### src/rtl/cpu_dtack_gen_pkg.sv
// Shared constants and types for the 68000 DTACK generator slice.
package system_consts;

  localparam int unsigned MEM_SEL_W = 5;
  localparam int unsigned IO_SEL_W  = 7;
  localparam int unsigned SS_SEL_W  = 3;

  typedef enum logic [2:0] {
    IDLE,
    WAIT_MEM,
    WAIT_FIX,
    UNMAPPED,
    ACK,
    DRAIN
  } dtack_state_t;

  // A zero tick count still needs a one-bit counter to hold its value.
  function automatic int unsigned cnt_width(input int unsigned ticks);
    return (ticks == 0) ? 1 : $clog2(ticks + 1);
  endfunction

endpackage

### src/rtl/cpu_dtack_gen_if.sv
// CPU bus / decoder / arbiter signals seen by the DTACK generator.
interface cpu_dtack_gen_if;
  import system_consts::*;

  logic                 cpu_as_n;
  logic [1:0]           cpu_ds_n;
  logic [MEM_SEL_W-1:0] mem_sel_n;
  logic [IO_SEL_W-1:0]  io_sel_n;
  logic [SS_SEL_W-1:0]  ss_sel_n;
  logic                 mem_req;
  logic                 mem_ack;
  logic                 cpu_dtack_n;
  logic                 busy;
  logic                 bus_timeout;

  modport master (
    output cpu_as_n, cpu_ds_n, mem_sel_n, io_sel_n, ss_sel_n, mem_ack,
    input  mem_req, cpu_dtack_n, busy, bus_timeout
  );

  modport slave (
    input  cpu_as_n, cpu_ds_n, mem_sel_n, io_sel_n, ss_sel_n, mem_ack,
    output mem_req, cpu_dtack_n, busy, bus_timeout
  );

endinterface

### src/rtl/cpu_dtack_gen_ce_wait_counter.sv
// Loadable down-counter advancing on ce; holds at zero instead of wrapping.
module ce_wait_counter #(
  parameter int unsigned WIDTH = 2
) (
  input  logic             clk,
  input  logic             reset,
  input  logic             ce,
  input  logic             load,
  input  logic [WIDTH-1:0] load_val,
  output logic             zero,
  output logic             last
);

  logic [WIDTH-1:0] count;

  always_ff @(posedge clk) begin
    if (reset) begin
      count <= '0;
    end else if (load) begin
      count <= load_val;
    end else if (ce && count != '0) begin
      count <= count - WIDTH'(1);
    end
  end

  assign zero = (count == '0);
  // High in the cycle whose ce edge brings the count to zero.
  assign last = ce && (count == WIDTH'(1));

endmodule

### src/rtl/cpu_dtack_gen.sv
// 68000 bus-cycle terminator: memory handshake, fixed IO wait states, unmapped watchdog.
// Watchdog built only when CPU_DTACK_TIMEOUT_EN is defined.
module cpu_dtack_gen
  import system_consts::*;
#(
  parameter int unsigned IO_WAIT       = 2,
  parameter int unsigned TIMEOUT_TICKS = 64
) (
  input logic             clk,
  input logic             reset,
  input logic             ce,
  cpu_dtack_gen_if.slave  bus
);

  localparam int unsigned FIX_W = cnt_width(IO_WAIT);

  dtack_state_t state;
  logic dtack_n_q, mem_req_q, busy_q;
  logic start, mem_hit, io_hit, ss_hit;
  logic fix_zero, fix_last, fix_done;

  assign start   = (state == IDLE) && !bus.cpu_as_n && !(&bus.cpu_ds_n);
  assign mem_hit = !(&bus.mem_sel_n);
  assign io_hit  = !(&bus.io_sel_n);
  assign ss_hit  = !(&bus.ss_sel_n);

  ce_wait_counter #(.WIDTH(FIX_W)) u_fix_cnt (
    .clk      (clk),
    .reset    (reset),
    .ce       (ce),
    .load     (start),
    .load_val (FIX_W'(IO_WAIT)),
    .zero     (fix_zero),
    .last     (fix_last)
  );
  assign fix_done = fix_zero || fix_last;

`ifdef CPU_DTACK_TIMEOUT_EN
  localparam int unsigned TO_W = cnt_width(TIMEOUT_TICKS);
  logic to_zero, to_last, to_done, timeout_q;

  ce_wait_counter #(.WIDTH(TO_W)) u_to_cnt (
    .clk      (clk),
    .reset    (reset),
    .ce       (ce),
    .load     (start),
    .load_val (TO_W'(TIMEOUT_TICKS)),
    .zero     (to_zero),
    .last     (to_last)
  );
  assign to_done         = to_zero || to_last;
  assign bus.bus_timeout = timeout_q;
`else
  assign bus.bus_timeout = 1'b0;
`endif

  always_ff @(posedge clk) begin
    if (reset) begin
      state     <= IDLE;
      dtack_n_q <= 1'b1;
      mem_req_q <= 1'b0;
      busy_q    <= 1'b0;
`ifdef CPU_DTACK_TIMEOUT_EN
      timeout_q <= 1'b0;
`endif
    end else begin
      case (state)
        IDLE: begin
          if (start) begin
            busy_q <= 1'b1;
            if (mem_hit) begin
              state     <= WAIT_MEM;
              mem_req_q <= 1'b1;
            end else if (ss_hit || (io_hit && IO_WAIT == 0)) begin
              state     <= ACK;
              dtack_n_q <= 1'b0;
            end else if (io_hit) begin
              state <= WAIT_FIX;
            end else begin
              state <= UNMAPPED;
            end
          end
        end
        WAIT_MEM: begin
          // An abort coinciding with the ack closes the arbiter cycle without DTACK.
          if (bus.cpu_as_n) begin
            if (bus.mem_ack) begin
              state     <= IDLE;
              mem_req_q <= 1'b0;
              busy_q    <= 1'b0;
            end else begin
              state <= DRAIN;
            end
          end else if (bus.mem_ack) begin
            state     <= ACK;
            mem_req_q <= 1'b0;
            dtack_n_q <= 1'b0;
          end
        end
        WAIT_FIX: begin
          if (bus.cpu_as_n) begin
            state  <= IDLE;
            busy_q <= 1'b0;
          end else if (fix_done) begin
            state     <= ACK;
            dtack_n_q <= 1'b0;
          end
        end
        UNMAPPED: begin
          if (bus.cpu_as_n) begin
            state  <= IDLE;
            busy_q <= 1'b0;
          end
`ifdef CPU_DTACK_TIMEOUT_EN
          else if (to_done) begin
            state     <= ACK;
            dtack_n_q <= 1'b0;
            timeout_q <= 1'b1;
          end
`endif
        end
        ACK: begin
          if (bus.cpu_as_n) begin
            state     <= IDLE;
            dtack_n_q <= 1'b1;
            busy_q    <= 1'b0;
          end
        end
        DRAIN: begin
          if (bus.mem_ack) begin
            state     <= IDLE;
            mem_req_q <= 1'b0;
            busy_q    <= 1'b0;
          end
        end
        default: begin
          state     <= IDLE;
          dtack_n_q <= 1'b1;
          mem_req_q <= 1'b0;
          busy_q    <= 1'b0;
        end
      endcase
    end
  end

  assign bus.cpu_dtack_n = dtack_n_q;
  assign bus.mem_req     = mem_req_q;
  assign bus.busy        = busy_q;

endmodule

### src/flat_wrapper.sv
// flat-port wrapper written by rule: the top's interface ports become plain ports
module cpu_dtack_gen_flat import system_consts::*;
#(
  parameter int unsigned IO_WAIT       = 2,
  parameter int unsigned TIMEOUT_TICKS = 64
)
  (clk, reset, ce, bus_cpu_as_n, bus_cpu_ds_n, bus_mem_sel_n, bus_io_sel_n, bus_ss_sel_n, bus_mem_ack, bus_mem_req, bus_cpu_dtack_n, bus_busy, bus_bus_timeout);
  cpu_dtack_gen_if bus_i ();
  input logic clk;
  input logic reset;
  input logic ce;
  input wire logic [$bits(bus_i.cpu_as_n)-1:0] bus_cpu_as_n;
  input wire logic [$bits(bus_i.cpu_ds_n)-1:0] bus_cpu_ds_n;
  input wire logic [$bits(bus_i.mem_sel_n)-1:0] bus_mem_sel_n;
  input wire logic [$bits(bus_i.io_sel_n)-1:0] bus_io_sel_n;
  input wire logic [$bits(bus_i.ss_sel_n)-1:0] bus_ss_sel_n;
  input wire logic [$bits(bus_i.mem_ack)-1:0] bus_mem_ack;
  output wire logic [$bits(bus_i.mem_req)-1:0] bus_mem_req;
  output wire logic [$bits(bus_i.cpu_dtack_n)-1:0] bus_cpu_dtack_n;
  output wire logic [$bits(bus_i.busy)-1:0] bus_busy;
  output wire logic [$bits(bus_i.bus_timeout)-1:0] bus_bus_timeout;
  assign bus_i.cpu_as_n = bus_cpu_as_n;
  assign bus_i.cpu_ds_n = bus_cpu_ds_n;
  assign bus_i.mem_sel_n = bus_mem_sel_n;
  assign bus_i.io_sel_n = bus_io_sel_n;
  assign bus_i.ss_sel_n = bus_ss_sel_n;
  assign bus_i.mem_ack = bus_mem_ack;
  assign bus_mem_req = bus_i.mem_req;
  assign bus_cpu_dtack_n = bus_i.cpu_dtack_n;
  assign bus_busy = bus_i.busy;
  assign bus_bus_timeout = bus_i.bus_timeout;
  cpu_dtack_gen #(.IO_WAIT(IO_WAIT), .TIMEOUT_TICKS(TIMEOUT_TICKS)) u_core (.clk(clk), .reset(reset), .ce(ce), .bus(bus_i));
endmodule
### config.mk
export PLATFORM = sky130hd
export DESIGN_NAME = cpu_dtack_gen_flat
export DESIGN_NICKNAME = d
export VERILOG_FILES = /design/src/rtl/cpu_dtack_gen_pkg.sv /design/src/rtl/cpu_dtack_gen_if.sv /design/src/rtl/cpu_dtack_gen_ce_wait_counter.sv /design/src/rtl/cpu_dtack_gen.sv /design/src/flat_wrapper.sv
export SDC_FILE = /design/constraint.sdc
export NUM_CORES = 1
export LEC_CHECK = 0
export BUFFER_PORTS_ARGS = -buffer_cell sky130_fd_sc_hd__buf_4
export CELL_PAD_IN_SITES_DETAIL_PLACEMENT = 1
export CELL_PAD_IN_SITES_GLOBAL_PLACEMENT = 2
export CORE_MARGIN = 10
export CORE_UTILIZATION = 22
export CTS_BUF_LIST = sky130_fd_sc_hd__clkbuf_16
export DETAILED_ROUTE_END_ITERATION = 6
export GPL_TIMING_DRIVEN = 0
export PLACE_DENSITY_LB_ADDON = 0.05
export SYNTH_ARGS = -nofsm -noshare
export SYNTH_HDL_FRONTEND = slang
export SYNTH_SLANG_ARGS = --single-unit
### constraint.sdc
create_clock -name clk -period 1.35 [get_ports clk]
set_input_delay 0 -clock clk [delete_from_list [all_inputs] [get_ports clk]]
set_output_delay 0 -clock clk [all_outputs]
set_load 0.05 [all_outputs]
# Yosys cells after proc, flatten, opt, wreduce, memory -nomap -nowiden
# Cells that the tools add are included.
[totals] register_bits=8 latch_bits=0 ramBits=0 rom_bits=0 output_inout_bits=4 wordCells=86 n_memories=0
[classes] add_sub_neg=1 mul=0 n_div=0 order_cmp=0 n_eq_ne=22 shift=0 mux=31 bitwise=2 n_reduce_logical=24
[op_table] cell="2-to-1 mux 3 bit" n=10
[op_table] cell="!= test 2 bit, second input constant" n=9
[op_table] cell="2-to-1 mux 1 bit" n=15
[op_table] cell="one-hot mux 3 bit (5 select lines)" n=1
[op_table] cell="!= test 2 x 1 -> 1 bit, second input constant" n=5
[op_table] cell="AND reduction 5 bit" n=2
[op_table] cell="AND reduction 9 bit" n=1
[op_table] cell="OR reduction 2 bit" n=4
[op_table] cell="AND reduction 7 bit" n=1
[op_table] cell="equality test 3 x 2 -> 1 bit, second input constant" n=2
[op_table] cell="equality test 3 bit, second input constant" n=2
[op_table] cell="AND reduction 3 bit" n=2
[op_table] cell="one-hot mux 1 bit (5 select lines)" n=1
[op_table] cell="logical AND 1 bit" n=4
[op_table] cell="2-to-1 mux 2 bit" n=2
[op_table] cell="one-hot mux 1 bit (4 select lines)" n=1
[op_table] cell="AND reduction 4 bit" n=1
[op_table] cell="nonzero test 2 bit" n=2
[op_table] cell="equality test 3 x 1 -> 1 bit, second input constant" n=1
[op_table] cell="logical NOT 3 bit" n=1
[op_table] cell="!= test 3 x 2 -> 1 bit, second input constant" n=1
[op_table] cell="!= test 3 bit, second input constant" n=1
[op_table] cell="one-hot mux 1 bit (3 select lines)" n=1
[op_table] cell="OR reduction 3 bit" n=1
[op_table] cell="7 further kinds" n=9

# Longest topological paths before layout
# Gate-level depths: netlist (run 1).
[logic_depth] ltp_word=6 depth_mapped=7 depth_no_buf=7

# By module
# From an unflattened synthesis (run 1), not the netlist that was laid out.
[unflattened] hier_cells=92 area_unflattened_um2=775.7
[modules_own_cells] module="cpu_dtack_gen" instances=1 cells_each=76 area_each_um2=629.4 seq_area_each_um2=120.1
[modules_own_cells] module="ce_wait_counter" instances=1 cells_each=16 area_each_um2=146.4 seq_area_each_um2=40.0

# Worst setup path after synthesis (run 1)
# No wires, ideal clock.
[synth_path] path_type="register -> register" startpoint="register u_core.u_fix_cnt.count[0]" endpoint="register u_core.state[2]" t_arrival_ps=1255 required_time_ps=1264 path_slack_ps=9 path_stages_with_launch=8 path_buffers=0 cell_sequence="dfxtp_1 inv_1 ha_1 a21oi_1 nand3_1 a21oi_1 a211oi_2 a211oi_1"
[synth_via] elab_chain_cells=5 elab_cells_between_ends=6 cone_classes="eq/ne (2); reduce/logical (4)"
[synth_lines] element="start: declaration" line="cpu_dtack_gen_ce_wait_counter.sv:14" source="logic [WIDTH-1:0] count;"
[synth_lines] element="start signal: assignment" line="cpu_dtack_gen_ce_wait_counter.sv:20" source="count <= load_val;"
[synth_lines] element="start signal: assignment" line="cpu_dtack_gen_ce_wait_counter.sv:22" source="count <= count - WIDTH'(1);"
[synth_lines] element="equality test 2 x 1 -> 1 bit" line="cpu_dtack_gen_ce_wait_counter.sv:28" source="assign last = ce && (count == WIDTH'(1));"
[synth_lines] element="logical AND 1 bit" line="cpu_dtack_gen_ce_wait_counter.sv:28"
[synth_lines] element="logical OR 1 bit (*)" line="cpu_dtack_gen.sv:36" source="assign fix_done = fix_zero || fix_last;"
[synth_lines] element="!= test 3 x 2 -> 1 bit (no line) (*)"
[synth_lines] element="AND reduction 5 bit (no line) (*)"
[synth_lines] element="end signal: assignment" line="cpu_dtack_gen.sv:59" source="state <= IDLE;"
[synth_lines] element="end signal: assignment" line="cpu_dtack_gen.sv:72" source="state <= WAIT_MEM;"
[synth_lines] element="end signal: assignment" line="cpu_dtack_gen.sv:75" source="state <= ACK;"
[synth_lines] element="end: declaration" line="cpu_dtack_gen.sv:17" source="dtack_state_t state;"
# Every way passes the cells marked *; elsewhere a longest branch is shown, timed or not.
# A chain may end at the register's enable or synchronous reset.

# Final worst setup path (run 1)
[layout_path] startpoint="register u_core.state[2]" endpoint="register u_core.state[1]"
[layout_via] elab_chain_cells=5 elab_cells_between_ends=16 cone_classes="eq/ne (10); mux (1); reduce/logical (5)"
[layout_lines] element="logical NOT 3 bit" line="cpu_dtack_gen.sv:22, cpu_dtack_gen.sv:67"
[layout_lines] element="logical AND 1 bit (2 in series)" line="cpu_dtack_gen.sv:22" source="assign start = (state == IDLE) && !bus.cpu_as_n && !(&bus.cpu_ds_n);"
[layout_lines] element="!= test 2 x 1 -> 1 bit (no line)"
[layout_lines] element="AND reduction 5 bit (no line)"
# Several ways; a longest one is shown, not always the timed one.

==> run metrics, run 1 <==
FF-to-FF Start=u_core.state[2]; worst skew pair latency=0.23 ns; Syn-to-layout area delta=83.1%; Die Height=73.9 um; starting density of the core=23.1%; failing checks=setup timing; hold crit path type=input pin to register; Syn Nets=between 100 and 150; Endpoint, Worst Hold=u_core.u_fix_cnt.count[0]; setup violation total in the final timing report=4; f_max=approximately 0.70 GHz; worst setup margin=-0.0805 ns; critical path's slowest cell=or4_1; total grt overflow=0; Chip Width=73.9 um; MaxCap Viol Count=0; cell area power density=about 1900 nW/um^2; Reg2Reg Depth=4; Overall Power=2.24 mW; Critical Path Sink Type=register; Leak=0.448 nW; DP HPWL=1.72 mm; Max VDD drop=0.00114 V; crit path cell chain=buf_6 -> or3_4 -> or4_1 -> mux2i_1; largest net degree at the start of global routing=11; max incr delay on CP=0.42 ns; clk sinks=8; Mapped Cells=between 80 and 90; vias in the first global route=796; first drt pass iteration count=4; RePlAce Congestion=about 0.79; period utilisation layout=106%; Synth top area share=25.1%; largest area contributor in the synthesized netlist=dfxtp_1; Slew Limit Fails=0; Unique masters post-synth=39; hold_buf cts=0; WHS Path Cells=2; hold_sp=reset; I/O Pins=26; CTS Buf Count=3; Nets=141; sequential share of the synthesized area=25.1%; clk_skew=0.000299 ns; Layout Utilization=between 40% and 50%; Reg-to-Reg End=u_core.state[1]; Avg Synthesized Cell Area=7.69 um^2; yosys warns=0; Post-Route WL=2.38 mm; mapped cell area=638 um^2; asr flop ratio synth=0%; register clock-pin slew on the reported worst setup and hold paths=0.04 ns; vias=752; Yosys reg bits=8; first-pass GRT wire length=3.77 mm; clk root buf=clkbuf_16; DRT antenna net count=0; vias per std cell=5.15; CTS tree=done; initial antenna violation count=0; synth top area cells=dfxtp_1 25%, a21oi_1 7.1%, a211oi_1 4.7%; Port Buffer Count=22; layout cell share with drive strength beyond 1=58.3%; row cnt=19; Fin. Hold Viols=0; min Tclk post-route=1.43 ns; CTS H-tree lvls=1; Post-synth top cells=9 x a21oi_1, 8 x dfxtp_1, 7 x nand2_1, 4 x a211oi_1, 4 x nand3_1; EDFF count, synth=0; TNS Setup=-0.203 ns; setup slack after placement=-0.305 ns; RSZ-0062 raised after global routing=yes; Data arrival, critical path=1.58 ns; R2R setup slack=-0.08 ns; GRT Total Usage=8.64%; CP startpoint kind=register; top-count cell post-synth=a21oi_1; CP Class=register to register; predominant post-synthesis flop cell=dfxtp_1; status=complete, but fails checks; drt drc=0; drt wl/cell=16.3 um; CTS Buffer Depth=2; Antenna diodes=0; core area=2760 um^2; Critical Path RT=1.50 ns; CP max FO=8; die area=between 5000 and 6000 um^2; DR iter-0 viols=16
## stage by stage
| stage | hold slack (ns) | cells | instance area (um^2) |
|---|---|---|---|
| final | 0.177 | 146 | 1170 |
| after floorplan | 0.285 | 83 | 638 |
| after global routing | 0.222 | 146 | 1170 |
| after detailed placement | 0.379 | 136 | 842 |
| after global placement | 0.370 | 136 | 842 |
| after CTS | 0.159 | 140 | 1010 |
## power by group
group | switching (mW) | internal [mW] | total, mW | leakage (nW)
clock | 0.112 | 0.382 | 0.493 | 0.0370
sequential | 0.0415 | 0.314 | 0.355 | 0.0678
combinational | 0.721 | 0.666 | 1.39 | 0.343
total | 0.874 | 1.36 | 2.24 | 0.448
## state kept, by name (all words and copies together), names as in the netlist
signal / cells
u_core.bus.mem_req: 1
u_core.u_fix_cnt.count: 2
u_core.bus.cpu_dtack_n: 1
u_core.bus.busy: 1
u_core.state: 3
## layout make-up
type | count | area (um^2)
multi-input cells | 63 | 568
well taps | 31 | 38.8
repair buffers | 29 | 235
inverters | 5 | 18.8
fillers | 325 | 1590
plain buffers | 7 | 65.1
clock buffers | 3 | 75.1
flip-flops and latches | 8 | 168
## routing by layer
metal	track usage, %	share of wire (%)	vias up
li1	-	-	370
met5	0	0	-
met2	14.1	48	26
met4	3.11	1.5	0
met1	10.3	45	352
met3	2.69	5.8	4
## timing repair
item / in CTS / in global routing
setup endpoints to repair: 6 / 5
pin swaps: 11 / 6
cloned: 0 / 1
setup buffers: 1 / 6
gates resized for setup: 23 / 17
## cell usage in the layout, fill, tap and decap left out, types with 3 or more instances in the layout
| master | count |
|---|---|
| buf_4 | 29 |
| nand2_1 | 7 |
| a21oi_1 | 6 |
| inv_2 | 5 |
| clkbuf_16 | 4 |
| dfxtp_1 | 4 |
| nand3_1 | 3 |
| buf_6 | 3 |
| dfxtp_2 | 3 |
## worst max path at each step
stage | from | to | slack [ns] | cells after the start
after floorplan | u_core.u_fix_cnt.count[0] | u_core.state[2] | 0.009 | 7
after global placement | u_core.u_fix_cnt.count[0] | u_core.state[2] | -0.26 | 7
after detailed placement | u_core.u_fix_cnt.count[0] | u_core.state[2] | -0.30 | 7
after CTS | u_core.state[2] | u_core.state[1] | -0.08 | 4
after global routing | u_core.state[2] | u_core.state[1] | -0.16 | 6
final | u_core.state[2] | u_core.state[1] | -0.08 | 4
## cells by family (layout without fill, tap and decap cells)
family                     Yosys count  after routing  synth area share, %
other                                1              1                0.588
AOI/OAI and AO/OA                   28             28                 29.8
and+or+nand+nor                     29             29                 25.7
DFF                                  8              8                 25.1
muxes                                2              2                 3.14
xor gates and xnor gates             1              1                 1.37
adders and majority gates            2              2                 3.92
buffers and inverters               12             44                 10.4
## worst max-delay path: cells and delay by family (launching register included)
| family | cells | cell delay (ns) |
|---|---|---|
| muxes | 1 | 0.14 |
| buffers and inverters | 1 | 0.13 |
| and+or+nand+nor | 2 | 0.78 |
| DFF | 1 | 0.31 |
No activity file was read; power rests on OpenSTA's default activity.
==> run 2: changes to the inputs <==
Settings changed: CTS_BUF_LIST sky130_fd_sc_hd__clkbuf_16 to not set.
==> run 2 against run 1 <==
  * The run still ends with setup timing left
  * Largest power group unchanged
  * Clock skew is 0.0041 ns higher
  * Via count is 2.0% lower
  * First-iteration DRC count is 50% lower
  * Combinational power is 9% lower
  * Global-route usage is 0.081 points lower
  * Final cell count is 0.68% lower
  * Total power is 20% lower
==> run metrics, run 2 (same netlist as run 1, synthesis figures left out) <==
RePlAce Congestion=0.795 (unchanged); Largest regs=u_core.state (3), u_core.u_fix_cnt.count (2); Port Buffer Count=22 (unchanged); Worst Path Buf+Inv=1 (unchanged); clk root buf=clkbuf_4; CP Class=register to register; worst skew pair latency=0.25 ns (+0.02 ns); RSZ-0062 raised after global routing=yes; Critical Path RT=1.52 ns (+0.02 ns); first-pass GRT wire length=3.73 mm (-1.1%); Layout Cell Area excl Fill=1070 um^2 (-8.6%); critical path's slowest cell=or4_4; cell family with most CP delay=simple AND/OR/NAND/NOR gates; FILL cells=332 (+2.2%); min Tclk post-route=1.43 ns (+0.00329 ns); WHS Path Cells=2 (unchanged); CP max FO=8 (unchanged); crit path cell chain=buf_6 -> or3_4 -> or4_4 -> mux2i_1; drt wl/cell=15.7 um (-4.0%); clk sinks=8 (unchanged); setup violation total in the final timing report=3 (-1); hold crit path type=input pin to register; core area=2760 um^2 (unchanged); max incr delay on CP=0.42 ns (about the same); DR iter-0 viols=8 (-8); area post-placement=842 um^2 (unchanged); I/O Pins=26 (unchanged); Post-Route WL=2.27 mm (-4.7%); FF+latch area=168 um^2 (unchanged); instance count on the critical path=4 (unchanged); CTS tree=done; vias=737 (-2.0%); initial antenna violation count=0 (unchanged); f_max=0.697 GHz (-0.23%); max reg flops=3 (unchanged); status=complete, but fails checks; clk_skew=0.00443 ns (+0.00413 ns); register clock-pin slew on the reported worst setup and hold paths=0.06 ns (+0.02 ns); setup slack after placement=-0.305 ns (unchanged); period utilisation layout=106% (+0.24 points); Chip Width=73.9 um (unchanged); Reg2Reg Depth=4 (unchanged); CTS H-tree lvls=1 (unchanged); Largest Register=u_core.state; CTS Buffer Depth=2 (unchanged); Die Height=73.9 um (unchanged); starting density of the core=23.1% (unchanged); CP startpoint kind=register; cell area power density=1680 nW/um^2 (-12%); DRT antenna net count=0 (unchanged); Leak=0.409 nW (-8.6%); vias per std cell=5.08 (-1.3%); Worst Hold Slack=0.133 ns (-0.0438 ns); layout cell share with drive strength beyond 1=57.9% (-0.37 points); total grt overflow=0 (unchanged); Data arrival, critical path=1.61 ns (+0.03 ns); failing checks=setup timing; MaxCap Viol Count=0 (unchanged); first drt pass iteration count=4 (unchanged); largest net degree at the start of global routing=11 (unchanged); Syn-to-layout area delta=67.5%; vias in the first global route=802 (+0.75%); Critical Path Sink Type=register; Placed Instances=136 (unchanged); Max VDD drop=0.000751 V (-34%); most frequent cells in the layout=29 x buf_4, 6 x a21oi_1, 6 x nand2_1; Antenna diodes=0 (unchanged); Slew Limit Fails=0 (unchanged); row cnt=19 (unchanged); R2R setup slack=-0.08 ns (about the same); CTS Buf Count=3 (unchanged); Cell Count, Final, Fillers Out=145 (-0.68%); drt drc=0 (unchanged); Nets=140 (-0.71%); worst setup margin=-0.0838 ns (-0.00329 ns); DP HPWL=1.72 mm (unchanged); die area=5450 um^2 (unchanged); Overall Power=1.79 mW (-20%); commonest non-fill, non-tap cell in the layout=buf_4; Fin. Hold Viols=0 (unchanged); area occupied by multi-input gates=549 um^2 (-3.3%); GRT Total Usage=8.55% (-0.081 points)
[run 2: cell types whose count changed in the layout (fill, tap and decap cells not counted), sizes merged]
cell,previous run,this run
clkbuf,4,3
[run 2: cell type report]
| cell class | instances | share of cell area, % |
|---|---|---|
| multi-input cells | 63 | 51.4 |
| repair buffers | 28 | 19.7 |
| flip-flops and latches | 8 | 15.7 |
| plain buffers | 7 | 5.74 |
| well taps | 31 | 3.63 |
| clock buffers | 3 | 2.11 |
| inverters | 5 | 1.76 |
[run 2: timing repair]
action,4_1_cts,5_1_grt
pin swaps,11,10
gates resized for setup,14,24
setup buffers,2,5
hold buffers,0,0
endpoints found under the setup margin,6,7
[run 2: worst paths after layout]
check,startpoint,end
max,u_core.state[2],u_core.state[1]
min,reset,u_core.u_fix_cnt.count[0]
min reg2reg,u_core.bus.busy,u_core.bus.busy
max reg2reg,u_core.state[2],u_core.state[1]
[run 2: power breakdown]
| part | switching (mW) | internal (mW) | total [mW] | leakage, nW |
|---|---|---|---|---|
| Clock | 0.0830 | 0.102 | 0.185 | 0.0138 |
| Sequential | 0.0401 | 0.312 | 0.352 | 0.0678 |
| Combinational | 0.676 | 0.580 | 1.26 | 0.327 |
[run 2: through the flow]
step | TNS [ns] | utilization (%)
floorplan | 0 | -
global placement | -0.950 | 30.5
detailed placement | -1.10 | 30.5
CTS | -0.362 | 33.5
global route | -0.491 | 38.7
finish | -0.171 | 38.7
[run 2: metal layers]
layer  wire, um  part of all wire (%)  track usage (%)
met1       1030                    46             10.4
met2       1080                    48             13.5
met3        128                   5.6             2.96
met4         25                   1.1             3.11
met5          0                     0                0
==> run 3: changes to the inputs <==
Settings changed: SETUP_SLACK_MARGIN set to 0.3.
==> run 3 against run 2 <==
  * The run still ends with setup timing left
  * Clock power rose by 5%
  * Final cell count up 2.1%
  * Sequential power up 1%
  * Worst setup slack lost 0.020 ns
  * Sequential cell count is the same
  * Utilization up 1.6 points
  * Hold slack improved by 0.011 ns
  * Sequential share of layout area is 0.51 points lower
  * Clock skew up 0.010 ns
  * Largest cell class unchanged
==> run metrics, run 3 (same netlist as run 1, synthesis figures left out) <==
setup violation total in the final timing report=5 (+2); CTS H-tree lvls=1 (unchanged); Chip Width=73.9 um (unchanged); MaxCap Viol Count=0 (unchanged); CTS Buffer Depth=2 (unchanged); Reg2Reg Depth=4 (unchanged); busiest grt layer=met2; Reg-to-Reg End=u_core.state[1]; vias=766 (+3.9%); met1 Usage GRT=10.5% (+0.16 points); row cnt=19 (unchanged); most frequent cells in the layout=29 x buf_4, 5 x nand2_1, 5 x buf_6, 5 x a21oi_2; clk_skew=0.0147 ns (+0.0102 ns); Largest Register=u_core.state; first drt pass iteration count=4 (unchanged); Nets=143 (+2.1%); core area=2760 um^2 (unchanged); CTS tree=done; Antenna diodes=0 (unchanged); clk sinks=8 (unchanged); max reg flops=3 (unchanged); DR iter-0 viols=34 (+26); layout cell share with drive strength beyond 1=61.5% (+3.6 points); crit path cell chain=buf_6 -> or3_4 -> or4_4 -> mux2i_1; first-pass GRT wire length=3.92 mm (+5.2%); drt drc=0 (unchanged); GRT met3 Usage=4.58% (+1.6 points); RSZ-0062 raised after global routing=yes; initial antenna violation count=0 (unchanged); Die Height=73.9 um (unchanged); failing checks=setup timing; GRT Total Usage=9.04% (+0.49 points); CP max FO=8 (unchanged); critical path's slowest cell=or4_4; commonest non-fill, non-tap cell in the layout=buf_4; RePlAce Congestion=0.823 (+3.6%); Layout Cell Area excl Fill=1110 um^2 (+4.1%); register clock-pin slew on the reported worst setup and hold paths=0.07 ns (about the same); Syn-to-layout area delta=74.3%; FF-to-FF Start=u_core.state[2]; Fin. Hold Viols=0 (unchanged); Layout Utilization=40.3% (+1.6 points); vias per std cell=5.18 (+1.8%); die area=5450 um^2 (unchanged); DP HPWL=1.73 mm (+0.43%); vias in the first global route=828 (+3.2%); period utilisation layout=108% (+1.4 points); area occupied by multi-input gates=548 um^2 (-0.23%); FILL cells=330 (-0.60%); hold_buf cts=0 (unchanged); Port Buffer Count=22 (unchanged); hold crit path type=input pin to register; area post-placement=863 um^2 (+2.5%); WHS Path Cells=2 (unchanged); Worst Path Buf+Inv=1 (unchanged); max incr delay on CP=0.42 ns (about the same); largest net degree at the start of global routing=11 (unchanged); clk root buf=clkbuf_4; FF+latch area=169 um^2 (+0.75%); Critical Path Sink Type=register; Leak=0.451 nW (+10%); met2 Resource Use GR=14.8% (+1.2 points); CP Class=register to register; R2R setup slack=-0.10 ns (-0.02 ns); Largest regs=u_core.state (3), u_core.u_fix_cnt.count (2); starting density of the core=23.1% (unchanged); cell area power density=1730 nW/um^2 (+3.0%); hold_sp=reset; Critical Path RT=1.54 ns (+0.02 ns); CTS Buf Count=3 (unchanged); Post-Route WL=2.46 mm (+8.3%); DRT antenna net count=0 (unchanged); CP startpoint kind=register; cell family with most CP delay=simple AND/OR/NAND/NOR gates; Slew Limit Fails=0 (unchanged); Data arrival, critical path=1.65 ns (+0.04 ns); Endpoint, Worst Hold=u_core.u_fix_cnt.count[0]; f_max=0.688 GHz (-1.3%); worst setup margin=-0.103 ns (-0.0195 ns); drt wl/cell=16.6 um (+6.1%); worst skew pair latency=0.27 ns (+0.02 ns); I/O Pins=26 (unchanged); min Tclk post-route=1.45 ns (+0.0195 ns); Max VDD drop=0.00105 V (+40%); status=complete, but fails checks; total grt overflow=0 (unchanged)
-- run 3: final cells by class --
cell class,count,share of cell area (%)
well taps,31,3.49
flip-flops and latches,8,15.2
repair buffers,31,21.9
multi-input cells,63,49.3
clock buffers,3,2.02
inverters,5,1.91
plain buffers,7,6.19
-- run 3: worst max-delay path by stage --
stage | start | to | slack, ns | cells after the start
after global placement | u_core.u_fix_cnt.count[0] | u_core.state[2] | -0.15 | 7
after global routing | u_core.state[2] | u_core.state[1] | -0.19 | 4
after floorplan | u_core.state[2] | u_core.state[1] | 0.02 | 4
after detailed placement | u_core.u_fix_cnt.count[0] | u_core.state[2] | -0.19 | 7
after CTS | u_core.state[2] | u_core.state[1] | -0.1 | 4
final | u_core.state[2] | u_core.state[1] | -0.10 | 4
-- run 3: stage by stage --
step                      hold slack, ns  cells  setup slack, ns  power [mW]  TNS (ns)
after floorplan                    0.286     83           0.0176        1.05         0
after global placement             0.383    136           -0.147        1.28    -0.470
after detailed placement           0.394    136           -0.186        1.28    -0.615
after CTS                          0.128    145          -0.0960        1.78    -0.197
after global routing               0.167    148           -0.185        2.06    -0.850
final                              0.144    148           -0.103        1.92    -0.370
-- run 3: power by group --
part / switching (mW) / internal (mW) / leakage, nW / total (mW)
clock network: 0.0930 / 0.102 / 0.0138 / 0.195
logic: 0.715 / 0.656 / 0.369 / 1.37
registers: 0.0421 / 0.315 / 0.0681 / 0.357
total: 0.850 / 1.07 / 0.451 / 1.92
-- run 3: repair_timing --
| item | in CTS | in global routing |
|---|---|---|
| resized for setup | 29 | 11 |
| pin swaps | 13 | 10 |
| endpoints found under the setup margin | 8 | 8 |
| cloned | 0 | 0 |
| buffers inserted | 6 | 3 |
-- run 3: worst register-to-register path, stage by stage (launching register included) --
cell     delay, ns
dfxtp_2       0.32
buf_6         0.13
or3_4         0.37
or4_4         0.42
mux2i_1       0.14
-- run 3: routing by layer --
layer,part of all wire [%],routed length (um)
met1,42,1030
met2,52,1280
met3,5.9,146
met4,0.37,9
met5,0,0
